==> src/rtl/countdown_timer_bcd_pkg.sv <==
// Shared types and BCD helpers for the countdown timer.
package timer_pkg;

    localparam int unsigned BCD_W      = 4;
    localparam int unsigned MAX_DIGITS = 6;
    localparam int unsigned MAX_W      = BCD_W * MAX_DIGITS;

    typedef enum logic [1:0] {
        IDLE,
        RUNNING,
        PAUSED,
        DONE
    } timer_state_t;

    // Clamp every nibble above 9 down to 9.
    function automatic logic [MAX_W-1:0] bcd_clamp(input logic [MAX_W-1:0] value);
        logic [MAX_W-1:0] result;
        result = value;
        for (int unsigned i = 0; i < MAX_DIGITS; i++) begin
            if (value[i*BCD_W +: BCD_W] > 4'd9) begin
                result[i*BCD_W +: BCD_W] = 4'd9;
            end
        end
        return result;
    endfunction

    // Decrement the lowest 'digits' BCD digits by one, borrowing upward.
    // Callers only use this on a non-zero value, so it never wraps.
    function automatic logic [MAX_W-1:0] bcd_decrement(input logic [MAX_W-1:0] value,
                                                       input int unsigned     digits);
        logic [MAX_W-1:0] result;
        logic             borrow;
        result = value;
        borrow = 1'b1;
        for (int unsigned i = 0; i < MAX_DIGITS; i++) begin
            if (i < digits && borrow) begin
                if (result[i*BCD_W +: BCD_W] == 4'd0) begin
                    result[i*BCD_W +: BCD_W] = 4'd9;
                end else begin
                    result[i*BCD_W +: BCD_W] = result[i*BCD_W +: BCD_W] - 4'd1;
                    borrow = 1'b0;
                end
            end
        end
        return result;
    endfunction

endpackage

==> src/rtl/countdown_timer_bcd_tick_divider.sv <==
// Rate divider: counts enabled cycles and strobes Tick on the last one of each period.
module tick_divider #(
    parameter int unsigned CLK_HZ  = 50000000,
    parameter int unsigned TICK_HZ = 1
) (
    input  logic Clock,
    input  logic Reset,
    input  logic Enable,
    input  logic Clear,
    output logic Tick
);

    localparam int unsigned DIV   = CLK_HZ / TICK_HZ;
    localparam int unsigned CNT_W = (DIV > 1) ? $clog2(DIV) : 1;
    localparam logic [CNT_W-1:0] DIV_LAST = CNT_W'(DIV - 1);

    logic [CNT_W-1:0] div_count;

    // Combinational strobe so the parent can act on the same edge the counter wraps.
    assign Tick = Enable && (div_count == DIV_LAST);

    // Divider counter; held when not enabled so a paused period keeps its progress.
    always_ff @(posedge Clock) begin
        if (!Reset || Clear) begin
            div_count <= '0;
        end else if (Enable) begin
            div_count <= Tick ? '0 : div_count + CNT_W'(1);
        end
    end

endmodule

==> src/rtl/countdown_timer_bcd.sv <==
// BCD countdown timer with load, start/pause, one-shot or auto-reload, and done/expiry flags.
module countdown_timer_bcd
    import timer_pkg::*;
#(
    parameter int unsigned               CLK_HZ      = 50000000,
    parameter int unsigned               TICK_HZ     = 1,
    parameter int unsigned               DIGITS      = 3,
    parameter logic [4*DIGITS-1:0]       RESET_VALUE = 12'h120
) (
    input  logic                  Clock,
    input  logic                  Reset,
    input  logic                  Load,
    input  logic [4*DIGITS-1:0]   LoadValue,
    input  logic                  Start,
    input  logic                  Pause,
    input  logic                  AutoReload,
    output logic [4*DIGITS-1:0]   Count,
    output logic                  Running,
    output logic                  Done,
    output logic                  Expired,
    output logic                  Tick
);

    localparam int unsigned W = BCD_W * DIGITS;

    timer_state_t state;
    logic [W-1:0] reload_value;
    logic [W-1:0] load_clamped;
    logic [W-1:0] count_dec;
    logic         div_enable;
    logic         div_tick;

    assign load_clamped = W'(bcd_clamp(MAX_W'(LoadValue)));
    assign count_dec    = W'(bcd_decrement(MAX_W'(Count), DIGITS));

    // Load and Pause both stop the divider on the edge they arrive, so a
    // coinciding tick is never produced rather than produced and discarded.
    assign div_enable = (state == RUNNING) && !Load && !Pause;

    tick_divider #(
        .CLK_HZ  (CLK_HZ),
        .TICK_HZ (TICK_HZ)
    ) u_tick_divider (
        .Clock  (Clock),
        .Reset  (Reset),
        .Enable (div_enable),
        .Clear  (Load),
        .Tick   (div_tick)
    );

    // Control FSM, BCD counter and reload register with registered status outputs.
    always_ff @(posedge Clock) begin
        if (!Reset) begin
            Count        <= RESET_VALUE;
            reload_value <= RESET_VALUE;
            state        <= IDLE;
            Running      <= 1'b0;
            Done         <= 1'b0;
            Expired      <= 1'b0;
            Tick         <= 1'b0;
        end else begin
            Expired <= 1'b0;
            Tick    <= div_tick;
            if (Load) begin
                Count        <= load_clamped;
                reload_value <= load_clamped;
                state        <= IDLE;
                Running      <= 1'b0;
                Done         <= 1'b0;
            end else begin
                case (state)
                    IDLE: begin
                        if (Start && !Pause) begin
                            if (Count == '0) begin
                                state <= DONE;
                                Done  <= 1'b1;
                            end else begin
                                state   <= RUNNING;
                                Running <= 1'b1;
                            end
                        end
                    end
                    RUNNING: begin
                        if (Pause) begin
                            state   <= PAUSED;
                            Running <= 1'b0;
                        end else if (div_tick) begin
                            if (Count == '0) begin
                                // Zero held for one period in auto-reload; reload now.
                                if (AutoReload) begin
                                    Count <= reload_value;
                                end else begin
                                    state   <= DONE;
                                    Running <= 1'b0;
                                    Done    <= 1'b1;
                                end
                            end else begin
                                Count <= count_dec;
                                if (count_dec == '0) begin
                                    Expired <= 1'b1;
                                    if (!AutoReload) begin
                                        state   <= DONE;
                                        Running <= 1'b0;
                                        Done    <= 1'b1;
                                    end
                                end
                            end
                        end
                    end
                    PAUSED: begin
                        if (Start && !Pause) begin
                            state   <= RUNNING;
                            Running <= 1'b1;
                        end
                    end
                    DONE: begin
                    end
                    default: begin
                        state   <= IDLE;
                        Running <= 1'b0;
                        Done    <= 1'b0;
                    end
                endcase
            end
        end
    end

endmodule

==> config.mk <==
export PLATFORM = sky130hd
export DESIGN_NAME = countdown_timer_bcd
export DESIGN_NICKNAME = d
export VERILOG_FILES = /design/src/rtl/countdown_timer_bcd_pkg.sv /design/src/rtl/countdown_timer_bcd_tick_divider.sv /design/src/rtl/countdown_timer_bcd.sv
export SDC_FILE = /design/constraint.sdc
export NUM_CORES = 1
export LEC_CHECK = 0
export ABC_CLOCK_PERIOD_IN_PS = 5700
export CORE_MARGIN = 2
export CORE_UTILIZATION = 60
export CTS_CLUSTER_SIZE = 16
export DETAILED_ROUTE_END_ITERATION = 16
export PLACE_DENSITY = 0.92
export SLEW_MARGIN = 20
export SYNTH_ARGS = -nofsm -noshare
export SYNTH_HDL_FRONTEND = slang
export SYNTH_SLANG_ARGS = --single-unit
==> constraint.sdc <==
create_clock -name Clock -period 5.7 [get_ports Clock]
set_clock_uncertainty 0.15 [all_clocks]
set_input_delay 1.14 -clock Clock [delete_from_list [all_inputs] [get_ports Clock]]
set_output_delay 1.14 -clock Clock [all_outputs]
set_load 0.1 [all_outputs]
# --- Yosys cells after proc, flatten, opt, wreduce, memory -nomap -nowiden ---
# Cells that the tools add are included.
totals:
  ff_bits: 56
  out_inout_bits: 16
  elab_cells: 101
classes:
  addsub: 4
  n_lt_le_gt_ge: 3
  n_eq_ne: 14
  mux: 45
  bitwise: 3
  n_reduce_logical: 24
ops:
  columns: ["operator", "count"]
  rows:
  - ["12-bit two-way mux", 6]
  - ["4-bit two-way mux", 8]
  - ["26-bit by 1-bit adder with 26-bit output (second input constant)", 1]
  - ["26-bit == test (second input constant)", 1]
  - ["26-bit two-way mux", 1]
  - ["12-bit logical NOT", 2]
  - ["1-bit two-way mux", 19]
  - ["2-bit two-way mux", 8]
  - ["2-bit inequality test (second input constant)", 7]
  - ["4-bit > comparator (second input constant)", 3]
  - ["4-bit logical NOT", 3]
  - ["6-bit AND reduction", 2]
  - ["4-bit by 1-bit subtractor with 4-bit output (second input constant)", 3]
  - ["3-bit inequality test (second input constant)", 2]
  - ["2-bit case mux with 3 select lines", 1]
  - ["2-bit nonzero test", 3]
  - ["6-bit OR reduction", 1]
  - ["5-bit AND reduction", 1]
  - ["1-bit logical AND", 4]
  - ["4-bit by 2-bit inequality test with 1-bit output (second input constant)", 1]
  - ["4-bit AND reduction", 1]
  - ["1-bit logical NOT", 3]
  - ["3-bit by 1-bit inequality test with 1-bit output (second input constant)", 1]
  - ["1-bit NOT", 3]
  - ["other kinds (8)", 8]

# --- Longest topological paths before layout ---
# Gate-level depths: netlist of run 1.
logic_depth:
  depth_word: 10
  ltp_mapped: 9
  ltp_nobuf: 7

# --- By module ---
# From an unflattened synthesis of run 1, not the netlist that was laid out.
hier_totals:
  hier_cells: 361
  area_unflattened_um2: 2970.3
modules_own_cells:
  columns: ["module", "instances", "cells_per_inst", "area_each_um2", "seq_area_each_um2"]
  rows:
  - ["countdown_timer_bcd", 1, 201, 1634.1, 600.6]
  - ["tick_divider", 1, 160, 1336.3, 520.5]

# --- Least setup slack after synthesis of run 1 ---
# No wires, ideal clock.
synth_path:
  path_kind: "in2reg"
  start: "input Pause"
  end: "register Count[6]"
  setup_ps: 83
  arrival_ps: 2654
  slack_ps: 2813
  stages: 5
  path_buffers: 0
  cell_sequence: "nand4bb_1 -> nor4_1 -> nand2_1 -> or4_1 -> o221ai_1"
synth_via:
  elab_chain_cells: 5
  elab_cells_between_ends: 6
synth_rtl:
  columns: ["item", "line_no", "source"]
  rows:
  - ["from (decl)", "countdown_timer_bcd.sv:15", "input logic Pause,"]
  - ["1-bit logical NOT", "countdown_timer_bcd.sv:38", "assign div_enable = (state == RUNNING) && !Load && !Pause;"]
  - ["1-bit logical AND", "countdown_timer_bcd.sv:38", null]
  - ["1-bit logical AND", "countdown_timer_bcd_tick_divider.sv:20", "assign Tick = Enable && (div_count == DIV_LAST);"]
  - ["2-bit nonzero test (no source line)", null, null]
  - ["4-bit AND reduction (no source line) (*)", null, null]
  - ["to (signal assigned)", "countdown_timer_bcd.sv:65", "Count <= load_clamped;"]
  - ["to (signal assigned)", "countdown_timer_bcd.sv:91", "Count <= reload_value;"]
  - ["to (signal assigned)", "countdown_timer_bcd.sv:98", "Count <= count_dec;"]
  - ["to (decl)", "countdown_timer_bcd.sv:17", "output logic [4*DIGITS-1:0] Count,"]
# Mark *: on every way between the ends. The rest lies on a longest branch, timed or not.
# A chain may end at the register's enable or synchronous reset.

# --- Worst setup path after layout of run 1 ---
layout_path:
  start: "input Reset"
  end: "register u_tick_divider.div_count[2]"
layout_via:
  elab_chain_cells: 2
layout_rtl:
  columns: ["item", "line_no", "source"]
  rows:
  - ["from (decl)", "countdown_timer_bcd.sv:11", "input logic Reset,"]
  - ["1-bit logical NOT", "countdown_timer_bcd_tick_divider.sv:24", "if (!Reset || Clear) begin"]
  - ["1-bit logical OR", "countdown_timer_bcd_tick_divider.sv:24", null]
  - ["to (signal assigned)", "countdown_timer_bcd_tick_divider.sv:27", "div_count <= Tick ? '0 : div_count + CNT_W'(1);"]
  - ["to (decl)", "countdown_timer_bcd_tick_divider.sv:17", "logic [CNT_W-1:0] div_count;"]
# No other way between the ends.

==> summary.txt, run 1 <==
Status
  – Outcome: complete, no violations

Worst setup path
  – Critical Path AT: 3880 ps
  – Worst r2r src: state[0]
  – Worst EP required: around 5800 ps
  – R2R Setup Slk: 2660 ps
  – Critical path fanouts, max: 25
  – Critical path startpoint category: primary input
  – R2R cell count: 6
  – Crit Path Category: in2reg
  – Reg-to-reg endpoint: u_tick_divider.div_count[12]
  – Crit end category: flop

Synth
  – Top post-synthesis cells by area: dfxtp_1 38%, nor2_1 7.1%, nand2_1 4.4%
  – Post-synthesis register bit count: 56
  – Synth Flop Type: dfxtp_1
  – Synth top area share: a little under two fifths
  – Most frequent cells after synthesis: 56 x dfxtp_1, 55 x nor2_1, 34 x nand2_1
  – Post-Syn Nets: about 380
  – Post-synthesis mux area share: roughly 2.1%
  – Largest family of logic cells by synthesized area: simple AND/OR/NAND/NOR gates
  – Yosys top cell by area: dfxtp_1
  – Most frequent cell after synthesis: dfxtp_1
  – Synthesized instance count: between 300 and 400
  – Warnings, synthesis: 0
  – Post-synth EDFFs: 0
  – Share of flip-flops with an asynchronous set or reset: 0%
  – Post-synthesis adder-cell area fraction: 2.14%
  – Mapped cell area: about 2900 µm²
  – Sequential-to-total area share from yosys stat: 38.3%
  – Synth unique cells: 61
  – Simple-gate area share of the yosys netlist: roughly a third
  – Syn Area/Cell: roughly 8.3 µm²
  – Post-synthesis compound-gate area fraction: between 10% and 20%
  – XOR/XNOR Fraction of Synth Area: 7.49%

Power and ir drop
  – Peak supply drop: approximately 160 µV
  – Static leakage: roughly 1.2 nW
  – Tot Pwr: 0.000808 W
  – PwrDens: approximately 240 nW/µm²

Die
  – Starting Density: approximately three fifths
  – Core footprint: 4720 µm²
  – Die width: around 74 µm
  – Die area: between 5000 and 6000 µm²
  – I/O pins: 34
  – Die Height: 73.8 µm
  – Cell Rows: 25

STA
  – Fin crit period: around 3800 ps
  – Unrepaired setup endpoints after global routing: false
  – Final hold violation count: 0
  – Fin crit share: about two thirds
  – Max-slew violations: 0
  – Setup-failing EPs final: 0
  – Fmax: between 200 and 300 MHz
  – Post-route setup TNS: 0 ps
  – Relative slew slack: a little over a third
  – Worst slew pin tran: ~1000 ps

Placed design
  – # port buffers: 33
  – Routability cong.: 0.884
  – Hpwl dp: ~4700 µm

CTS
  – Num CTS Buffers: 5
  – CTS tree: done
  – Worst-path clk slew: roughly 100 ps
  – Worst-skew pair later-pin latency: 310 ps
  – Clk buf depth: 2
  – CTS HTree Levels: 2
  – CTS Sinks: 56
  – CTS Root Cell: clkbuf_8
  – Post-CTS Resized: 0
  – Hold-fix buffers, CTS: 0
  – Post-CTS Setup Bufs: 0

Drt
  – Drt via density: 6.02
  – Final WL: around 6600 µm
  – Final ANT Viol Nets: 0
  – Residual DRC: 0
  – Via count: roughly 2700
  – DR iter-0 viols: approximately 230
  – TritonRoute pass-1 iters: 6
  – Drt wl/cell: 14.8 µm

Min path
  – Hold Path Depth: 2
  – Worst min-delay path class: reg2reg
  – Critical hold path startpoint: reload_value[4]
  – Hold EP: reload_value[4]

Final layout
  – Share of cells above drive strength 1: 4.75%
  – Inserted Diodes: 0
  – Nets: between 400 and 500
  – Filler instances: 368
  – Layout area overhead: 15.4%

Global routing
  – Number of global-route vias before repair: 2448
  – First-pass GRT wire length: 11100 µm
  – Global route overflow: 0
  – GRT Util Overall: ~26%
  – Initial antenna violation count: 0
  – Pin count of the biggest net entering global routing: 26

Run
  – Max-cap violations: 0
==> layout by cell type (no fill, tap or decap), types with 8 or more instances in the layout <==
cell / n
xor2_1: 14
dfxtp_1: 56
clkdlybuf4s50_1: 33
nor2_1: 55
nor4_1: 8
nand2_1: 34
nand4_1: 14
nand3_1: 12
a21oi_1: 14
inv_1: 11
xnor2_1: 11
==> where the power goes <==
| group | internal (W) | switching, W | total, W |
|---|---|---|---|
| logic | 0.0000432 | 0.0000881 | 0.000131 |
| clock network | 0.000130 | 0.000131 | 0.000261 |
| registers | 0.000402 | 0.0000141 | 0.000416 |
| total | 0.000575 | 0.000233 | 0.000808 |
==> layer usage <==
metal / up-vias / routed length (µm) / track usage (%)
met4: 0 / 208 / 11.7
met5: - / 0 / 0
met3: 24 / 396 / 4.80
met1: 1241 / 2930 / 34.0
li1: 1321 / - / -
met2: 101 / 3050 / 41.4
==> cells by family after synthesis <==
family          Yosys count
flops                    56
mux                       6
simple gates            178
xor+xnor                 25
buf+inv                  28
fa+ha+maj                 5
compound gates           55
==> metrics by stage <==
| step | util [%] | cells | hold slack [ps] | cell area [µm²] | setup WS (ps) |
|---|---|---|---|---|---|
| floorplan | - | 353 | 273 | 2920 | 2810 |
| global placement | 69.1 | 438 | 288 | 3260 | 1710 |
| detailed placement | 69.1 | 438 | 288 | 3260 | 1620 |
| CTS | 71.4 | 446 | 303 | 3370 | 1950 |
| global route | 71.4 | 446 | 335 | 3370 | 1650 |
| finish | 71.4 | 446 | 307 | 3370 | 1900 |
==> critical path, cell delays in order <==
cell and delay [ps]:
clkdlybuf4s50_1 760, clkinv_1 360, nor2_1 620, nand2_1 680, a21oi_1 310
==> registers in the layout, summed over array words and instances (netlist names) <==
register                  flops
Count                        12
u_tick_divider.div_count     26
Tick                          1
Done                          1
Expired                       1
state                         2
Running                       1
reload_value                 12
==> how the worst max path moves through the flow <==
stage	start	to	slack (ps)	cells past startpoint
3_5_place_dp	Reset	u_tick_divider.div_count[2]	1620	5
3_3_place_gp	Reset	u_tick_divider.div_count[2]	1710	5
4_1_cts	Reset	u_tick_divider.div_count[2]	1950	5
2_1_floorplan	Pause	Count[6]	2810	5
5_1_grt	Reset	u_tick_divider.div_count[2]	1650	5
6_report	Reset	u_tick_divider.div_count[2]	1900	5
==> area by class of cell <==
type	count	area, µm²	area share [%]
multi-input cells	269	1680	49.6
clock inverters	3	42.5	1.26
flip-flops and latches	56	1120	33.2
well taps	67	83.8	2.48
clock buffers	5	68.8	2.04
inverters	12	45.0	1.33
repair buffers	34	338	10.0
Power figures use the tool's default switching activity.
==> run 2, diff against run 1 <==
--- a/config.mk
+++ b/config.mk
@@ -5,12 +5,12 @@
 export SDC_FILE = /design/constraint.sdc
 export NUM_CORES = 1
 export LEC_CHECK = 0
-export ABC_CLOCK_PERIOD_IN_PS = 5700
+export ABC_CLOCK_PERIOD_IN_PS = 3400
 export CORE_MARGIN = 2
-export CORE_UTILIZATION = 60
+export CORE_UTILIZATION = 50
 export CTS_CLUSTER_SIZE = 16
 export DETAILED_ROUTE_END_ITERATION = 16
-export PLACE_DENSITY = 0.92
+export PLACE_DENSITY = 0.82
 export SLEW_MARGIN = 20
 export SYNTH_ARGS = -nofsm -noshare
 export SYNTH_HDL_FRONTEND = slang
==> constraint.sdc (replaced) <==
create_clock -name Clock -period 3.4 [get_ports Clock]
set_clock_uncertainty 0.15 [all_clocks]
set_input_delay 0.68 -clock Clock [delete_from_list [all_inputs] [get_ports Clock]]
set_output_delay 0.68 -clock Clock [all_outputs]
set_load 0.1 [all_outputs]
==> run 2 against run 1 <==
Against the previous run:
- utilization shrank 11 points
- via count decreased by 2.0%
- total power increased by 61%
- register-to-register slack lost 1800 ps
- first-iteration DRC count up 13%
- sequential power increased by 68%
- critical path depth up 1
- sequential cell count did not move
- count of clock-buffer cells in the layout up 1
- non-clock buffer count is 8 higher
- largest cell class unchanged
- sequential share of layout area down 0.12 points
- hold slack better by 8.6 ps
==> summary.txt, run 2 (same netlist as run 1, synthesis figures left out) <==
Final layout
  – Util after Layout: 60.8% (was 71.4%)
  – Commonest non-fill, non-tap cell in the layout: dfxtp_1 (unchanged)
  – Commonest non-fill, non-tap cells in the layout: 56 x dfxtp_1, 55 x nor2_1, 34 x nand2_1 (unchanged)
  – Max reg flops: 26 (unchanged)
  – Layout area overhead: 15.8% (was 15.4%)
  – Largest register by flop count: u_tick_divider.div_count (unchanged)
  – Filler instances: 496 (was 368)
  – Nets: 409 (was 401)
  – Share of cells above drive strength 1: 10.9% (was 4.75%)
  – Register area: 1120 µm² (unchanged)
  – Inserted Diodes: 0 (unchanged)
  – Design area: 3390 µm² (was 3370 µm²)
  – Biggest registers after layout: u_tick_divider.div_count: 26 flops, Count: 12 flops, reload_value: 12 flops (unchanged)
  – Multi-input gate area: 1680 µm² (unchanged)

Global routing
  – Global route overflow: 0 (unchanged)
  – Number of global-route vias before repair: 2467 (was 2448)
  – Initial antenna violation count: 0 (unchanged)
  – Pin count of the biggest net entering global routing: 26 (unchanged)
  – First-pass GRT wire length: 11200 µm (was 11100 µm)
  – GRT Util Overall: 21.8% (was 25.9%)

Worst setup path
  – Critical path startpoint category: primary input (unchanged)
  – R2R cell count: 7 (was 6)
  – Crit Path Category: in2reg (unchanged)
  – Critical Path AT: 2720 ps (was 3880 ps)
  – Worst EP required: 3460 ps (was 5780 ps)
  – Crit end category: flop (unchanged)
  – Critical path fanouts, max: 8 (was 25)

Drt
  – Drt wl/cell: 14.7 µm (was 14.8 µm)
  – Final WL: 6750 µm (was 6580 µm)
  – TritonRoute pass-1 iters: 4 (was 6)
  – Via count: 2633 (was 2687)
  – DR iter-0 viols: 264 (was 233)
  – Final ANT Viol Nets: 0 (unchanged)
  – Residual DRC: 0 (unchanged)
  – Drt via density: 5.74 (was 6.02)

Die
  – Core footprint: 5570 µm² (was 4720 µm²)
  – Die area: 6480 µm² (was 5450 µm²)
  – I/O pins: 34 (unchanged)
  – Cell Rows: 27 (was 25)
  – Starting Density: 52.5% (was 61.9%)
  – Die width: 80.5 µm (was 73.8 µm)
  – Die Height: 80.5 µm (was 73.8 µm)

STA
  – Fmax: 375 MHz
  – Worst slew pin tran: 631 ps (was 975 ps)
  – Fin crit period: approximately 2700 ps
  – Post-route setup TNS: 0 ps (unchanged)
  – Fin crit share: 78.4%
  – Relative slew slack: 57.6% (was 34.8%)
  – Setup-failing EPs final: 0 (unchanged)
  – Max-slew violations: 0 (unchanged)
  – Unrepaired setup endpoints after global routing: false (unchanged)
  – Final hold violation count: 0 (unchanged)

CTS
  – Post-CTS Setup Bufs: 0 (unchanged)
  – CTS HTree Levels: 2 (unchanged)
  – CTS Root Cell: clkbuf_8 (unchanged)
  – Worst-skew pair later-pin latency: 320 ps (was 310 ps)
  – CTS Sinks: 56 (unchanged)
  – Post-CTS Resized: 0 (unchanged)
  – Worst-path clk slew: 100 ps (about the same)
  – Clk buf depth: 2 (unchanged)
  – Num CTS Buffers: 5 (unchanged)
  – CTS tree: done (unchanged)
  – Hold-fix buffers, CTS: 0 (unchanged)

Run
  – Max-cap violations: 0 (unchanged)

Placed design
  – Routability cong.: 0.984 (was 0.884)
  – Hpwl dp: 5050 µm (was 4680 µm)
  – Area after DPL: 3290 µm² (was 3260 µm²)
  – # port buffers: 33 (unchanged)

Min path
  – Worst min-delay path class: reg2reg (unchanged)
  – Hold Path Depth: 2 (unchanged)

Power and ir drop
  – Static leakage: 1.23 nW (was 1.18 nW)
  – PwrDens: 384 nW/µm² (was 240 nW/µm²)
  – Peak supply drop: 218 µV (was 157 µV)

Status
  – Outcome: complete, no violations (unchanged)
-- run 2: cell types whose count changed in the layout (fill, tap and decap cells not counted) --
cell	delta
buf_4	+24
bufinv_16	-1
clkbuf_8	+1
clkdlybuf4s50_1	-16
clkinv_2	-1
clkinvlp_4	+1
-- run 2: final timing paths --
kind,end,start,slack (ps)
setup reg to reg,u_tick_divider.div_count[24],state[1],820
setup / recovery,u_tick_divider.div_count[24],Pause,730
hold / removal,reload_value[4],reload_value[4],320
hold reg to reg,reload_value[4],reload_value[4],320
-- run 2: critical path, stage by stage --
cell and delay, ps:
clkdlybuf4s50_1 480, nor4bb_1 460, nand4_1 440, nor4_1 450
xnor2_1 170, nor2_1 50
-- run 2: where the power goes --
group / leakage (nW) / switching, W / internal (W) / total [W]
Combinational: 0.732 / 0.000148 / 0.0000724 / 0.000220
Sequential: 0.456 / 0.0000235 / 0.000674 / 0.000698
Clock: 0.0434 / 0.000218 / 0.000165 / 0.000383
-- run 2: cell type report --
class	count	area share (%)
clock inverter	2	0.443
sequential	56	33.1
tap	72	2.66
timing repair buffer	42	10.6
multi-input combinational	269	49.5
inverter	12	1.33
clock buffer	6	2.44
-- run 2: per-layer routing --
layer  vias up  wire length (µm)  GRT usage, %
met5         -                 0             0
met4         0               144          7.29
met3        18               371          4.38
met2        81              3300          37.5
met1      1203              2930          27.0
li1       1331                 -             -
-- run 2: through the flow --
step	hold WS (ps)	setup slack, ps	cells	power [W]
after floorplan	273	680	353	0.000867
after global placement	289	512	451	0.000929
after detailed placement	294	414	451	0.000932
after CTS	309	759	459	0.00131
after global routing	323	577	459	0.00135
final	316	733	459	0.00130
==> run 3, diff against run 2 <==
--- a/config.mk
+++ b/config.mk
@@ -5,7 +5,7 @@
 export SDC_FILE = /design/constraint.sdc
 export NUM_CORES = 1
 export LEC_CHECK = 0
-export ABC_CLOCK_PERIOD_IN_PS = 3400
+export ABC_CLOCK_PERIOD_IN_PS = 2200
 export CORE_MARGIN = 2
 export CORE_UTILIZATION = 50
 export CTS_CLUSTER_SIZE = 16
==> constraint.sdc (replaced) <==
create_clock -name Clock -period 2.2 [get_ports Clock]
set_clock_uncertainty 0.15 [all_clocks]
set_input_delay 0.44 -clock Clock [delete_from_list [all_inputs] [get_ports Clock]]
set_output_delay 0.44 -clock Clock [all_outputs]
set_load 0.1 [all_outputs]
==> run 3 against run 2 <==
Against the previous run:
- global-route usage rose by 1.9 points
- critical endpoint is now Count[9]
- critical path type is now reg2reg
- combinational power rose by 80%
- count of clock-buffer cells in the layout did not move
- final cell count rose by 7.8%
- register-to-register slack got worse by 750 ps
- sequential share of layout area fell by 3.4 points
- hold slack got worse by 2.8 ps
==> summary.txt, run 3 (same netlist as run 1, synthesis figures left out) <==
Drt
  – TritonRoute pass-1 iters: 5 (was 4)
  – Via count: 2853 (was 2633)
  – Drt via density: 5.76 (was 5.74)
  – Residual DRC: 0 (unchanged)
  – DR iter-0 viols: 158 (was 264)
  – Final WL: 7370 µm (was 6750 µm)
  – Final ANT Viol Nets: 0 (unchanged)
  – Drt wl/cell: 14.9 µm (was 14.7 µm)

Global routing
  – Met2 Resource Use GR: 40.8% (was 37.5%)
  – Met1 Track Usage GR: 29.1% (was 27.0%)
  – GRT Util Overall: 23.6% (was 21.8%)
  – Initial antenna violation count: 0 (unchanged)
  – Pin count of the biggest net entering global routing: 26 (unchanged)
  – Number of global-route vias before repair: 2678 (was 2467)
  – First-pass GRT wire length: 12100 µm (was 11200 µm)
  – Global route overflow: 0 (unchanged)
  – Busiest grt layer: met2 (unchanged)
  – Met3 usage: 4.38% (unchanged)

Die
  – Die area: 6480 µm² (unchanged)
  – Die Height: 80.5 µm (unchanged)
  – Starting Density: 52.5% (unchanged)
  – I/O pins: 34 (unchanged)
  – Cell Rows: 27 (unchanged)
  – Die width: 80.5 µm (unchanged)
  – Core footprint: 5570 µm² (unchanged)

Final layout
  – Share of cells above drive strength 1: 24.6% (was 10.9%)
  – Multi-input gate area: 1820 µm² (was 1680 µm²)
  – Biggest registers after layout: u_tick_divider.div_count: 26 flops, Count: 12 flops, reload_value: 12 flops (unchanged)
  – Nets: 445 (was 409)
  – Commonest non-fill, non-tap cells in the layout: 59 x buf_4, 55 x nor2_1, 44 x dfxtp_1 (was 56 x dfxtp_1, 55 x nor2_1, 34 x nand2_1)
  – Util after Layout: 69.3% (was 60.8%)
  – Register area: 1150 µm² (was 1120 µm²)
  – Largest register by flop count: u_tick_divider.div_count (unchanged)
  – Commonest non-fill, non-tap cell in the layout: buf_4 (was dfxtp_1)
  – Inserted Diodes: 0 (unchanged)
  – Filler instances: 446 (was 496)
  – Max reg flops: 26 (unchanged)
  – Layout area overhead: 32.1% (was 15.8%)

Worst setup path
  – Crit Path Category: reg2reg (was in2reg)
  – Critical path startpoint category: flop (was primary input)
  – Worst EP required: 2290 ps (was 3460 ps)
  – Critical Path AT: 2220 ps (was 2720 ps)
  – Critical path fanouts, max: 5 (was 8)
  – R2R cell count: 7 (unchanged)
  – Crit end category: flop (unchanged)

Placed design
  – Routability cong.: 0.929 (was 0.984)
  – # port buffers: 33 (unchanged)
  – Hpwl dp: 5390 µm (was 5050 µm)

CTS
  – Hold-fix buffers, CTS: 0 (unchanged)
  – CTS HTree Levels: 2 (unchanged)
  – CTS tree: done (unchanged)
  – Worst-skew pair later-pin latency: 310 ps (was 320 ps)
  – Num CTS Buffers: 5 (unchanged)
  – CTS Sinks: 56 (unchanged)
  – CTS Root Cell: clkbuf_8 (unchanged)
  – Worst-path clk slew: 100 ps (about the same)
  – Clk buf depth: 2 (unchanged)

STA
  – Fin crit period: ~2100 ps
  – Post-route setup TNS: 0 ps (unchanged)
  – Unrepaired setup endpoints after global routing: true (was false)
  – Setup-failing EPs final: 0 (unchanged)
  – Fmax: about 470 MHz
  – Fin crit share: 96.8%
  – Worst slew pin tran: 486 ps (was 631 ps)
  – Relative slew slack: 67.3% (was 57.6%)
  – Final hold violation count: 0 (unchanged)
  – Max-slew violations: 0 (unchanged)

Status
  – Outcome: complete, no violations (unchanged)

Power and ir drop
  – Static leakage: 1.54 nW (was 1.23 nW)
  – Peak supply drop: 390 µV (was 218 µV)
  – Tot Pwr: 0.00216 W (was 0.00130 W)
  – PwrDens: 558 nW/µm² (was 384 nW/µm²)

Min path
  – Worst min-delay path class: reg2reg (unchanged)
  – Hold Path Depth: 2 (unchanged)

Run
  – Max-cap violations: 0 (unchanged)
[run 3: cell types whose count changed in the layout (fill, tap and decap cells not counted), moves of 5 or more]
cell / change
dfxtp_1: -12
buf_4: +34
nor4_1: -5
dfxtp_2: +8
[run 3: repair_timing]
item | CTS | global route
pin swaps | 1 | 5
gates resized for setup | 6 | 17
buffers inserted | 1 | 0
setup endpoints to repair | 7 | 30
[run 3: final cells by class]
type,instances,area share (%)
clock buffers,6,1.88
clock inverters,2,1.00
inverters,12,1.17
multi-input cells,269,47.2
flip-flops and latches,56,29.7
well taps,72,2.33
repair buffers,78,16.8
[run 3: path summary, 6_finish.rpt]
kind | endpoint | startpoint | slack (ps)
hold / removal | reload_value[4] | reload_value[4] | 310
setup / recovery | Count[9] | u_tick_divider.div_count[16] | 70
hold reg to reg | reload_value[4] | reload_value[4] | 310
setup reg to reg | Count[9] | u_tick_divider.div_count[16] | 70
[run 3: metrics by stage]
step                area, µm²  hold slack [ps]  std cells  worst slack (ps)
CTS                      3760              309        495             -9.13
finish                   3860              313        495              70.0
floorplan                2960              273        353              -203
global placement         3600              294        486              -332
global route             3860              337        495             -19.7
detailed placement       3600              292        486              -360
[run 3: layer usage]
layer / vias to the layer above / share of wire, % / wire length, µm
met5: - / 0 / 0
met4: 0 / 1.7 / 127
met3: 16 / 5.1 / 376
met2: 86 / 50 / 3700
met1: 1353 / 43 / 3160
li1: 1398 / - / -
[run 3: worst max-delay path, stage by stage, from the launching register on]
cell      delay (ps)
dfxtp_1          330
or4_4            550
nor4_4           140
buf_4            180
nand3b_4         110
buf_4            150
a221o_1          310
a31oi_1          140
[run 3: power breakdown]
group / switching (W) / internal, W / leakage, nW
logic: 0.000250 / 0.000145 / 1.03
registers: 0.0000298 / 0.00104 / 0.460
clock network: 0.000345 / 0.000345 / 0.0558
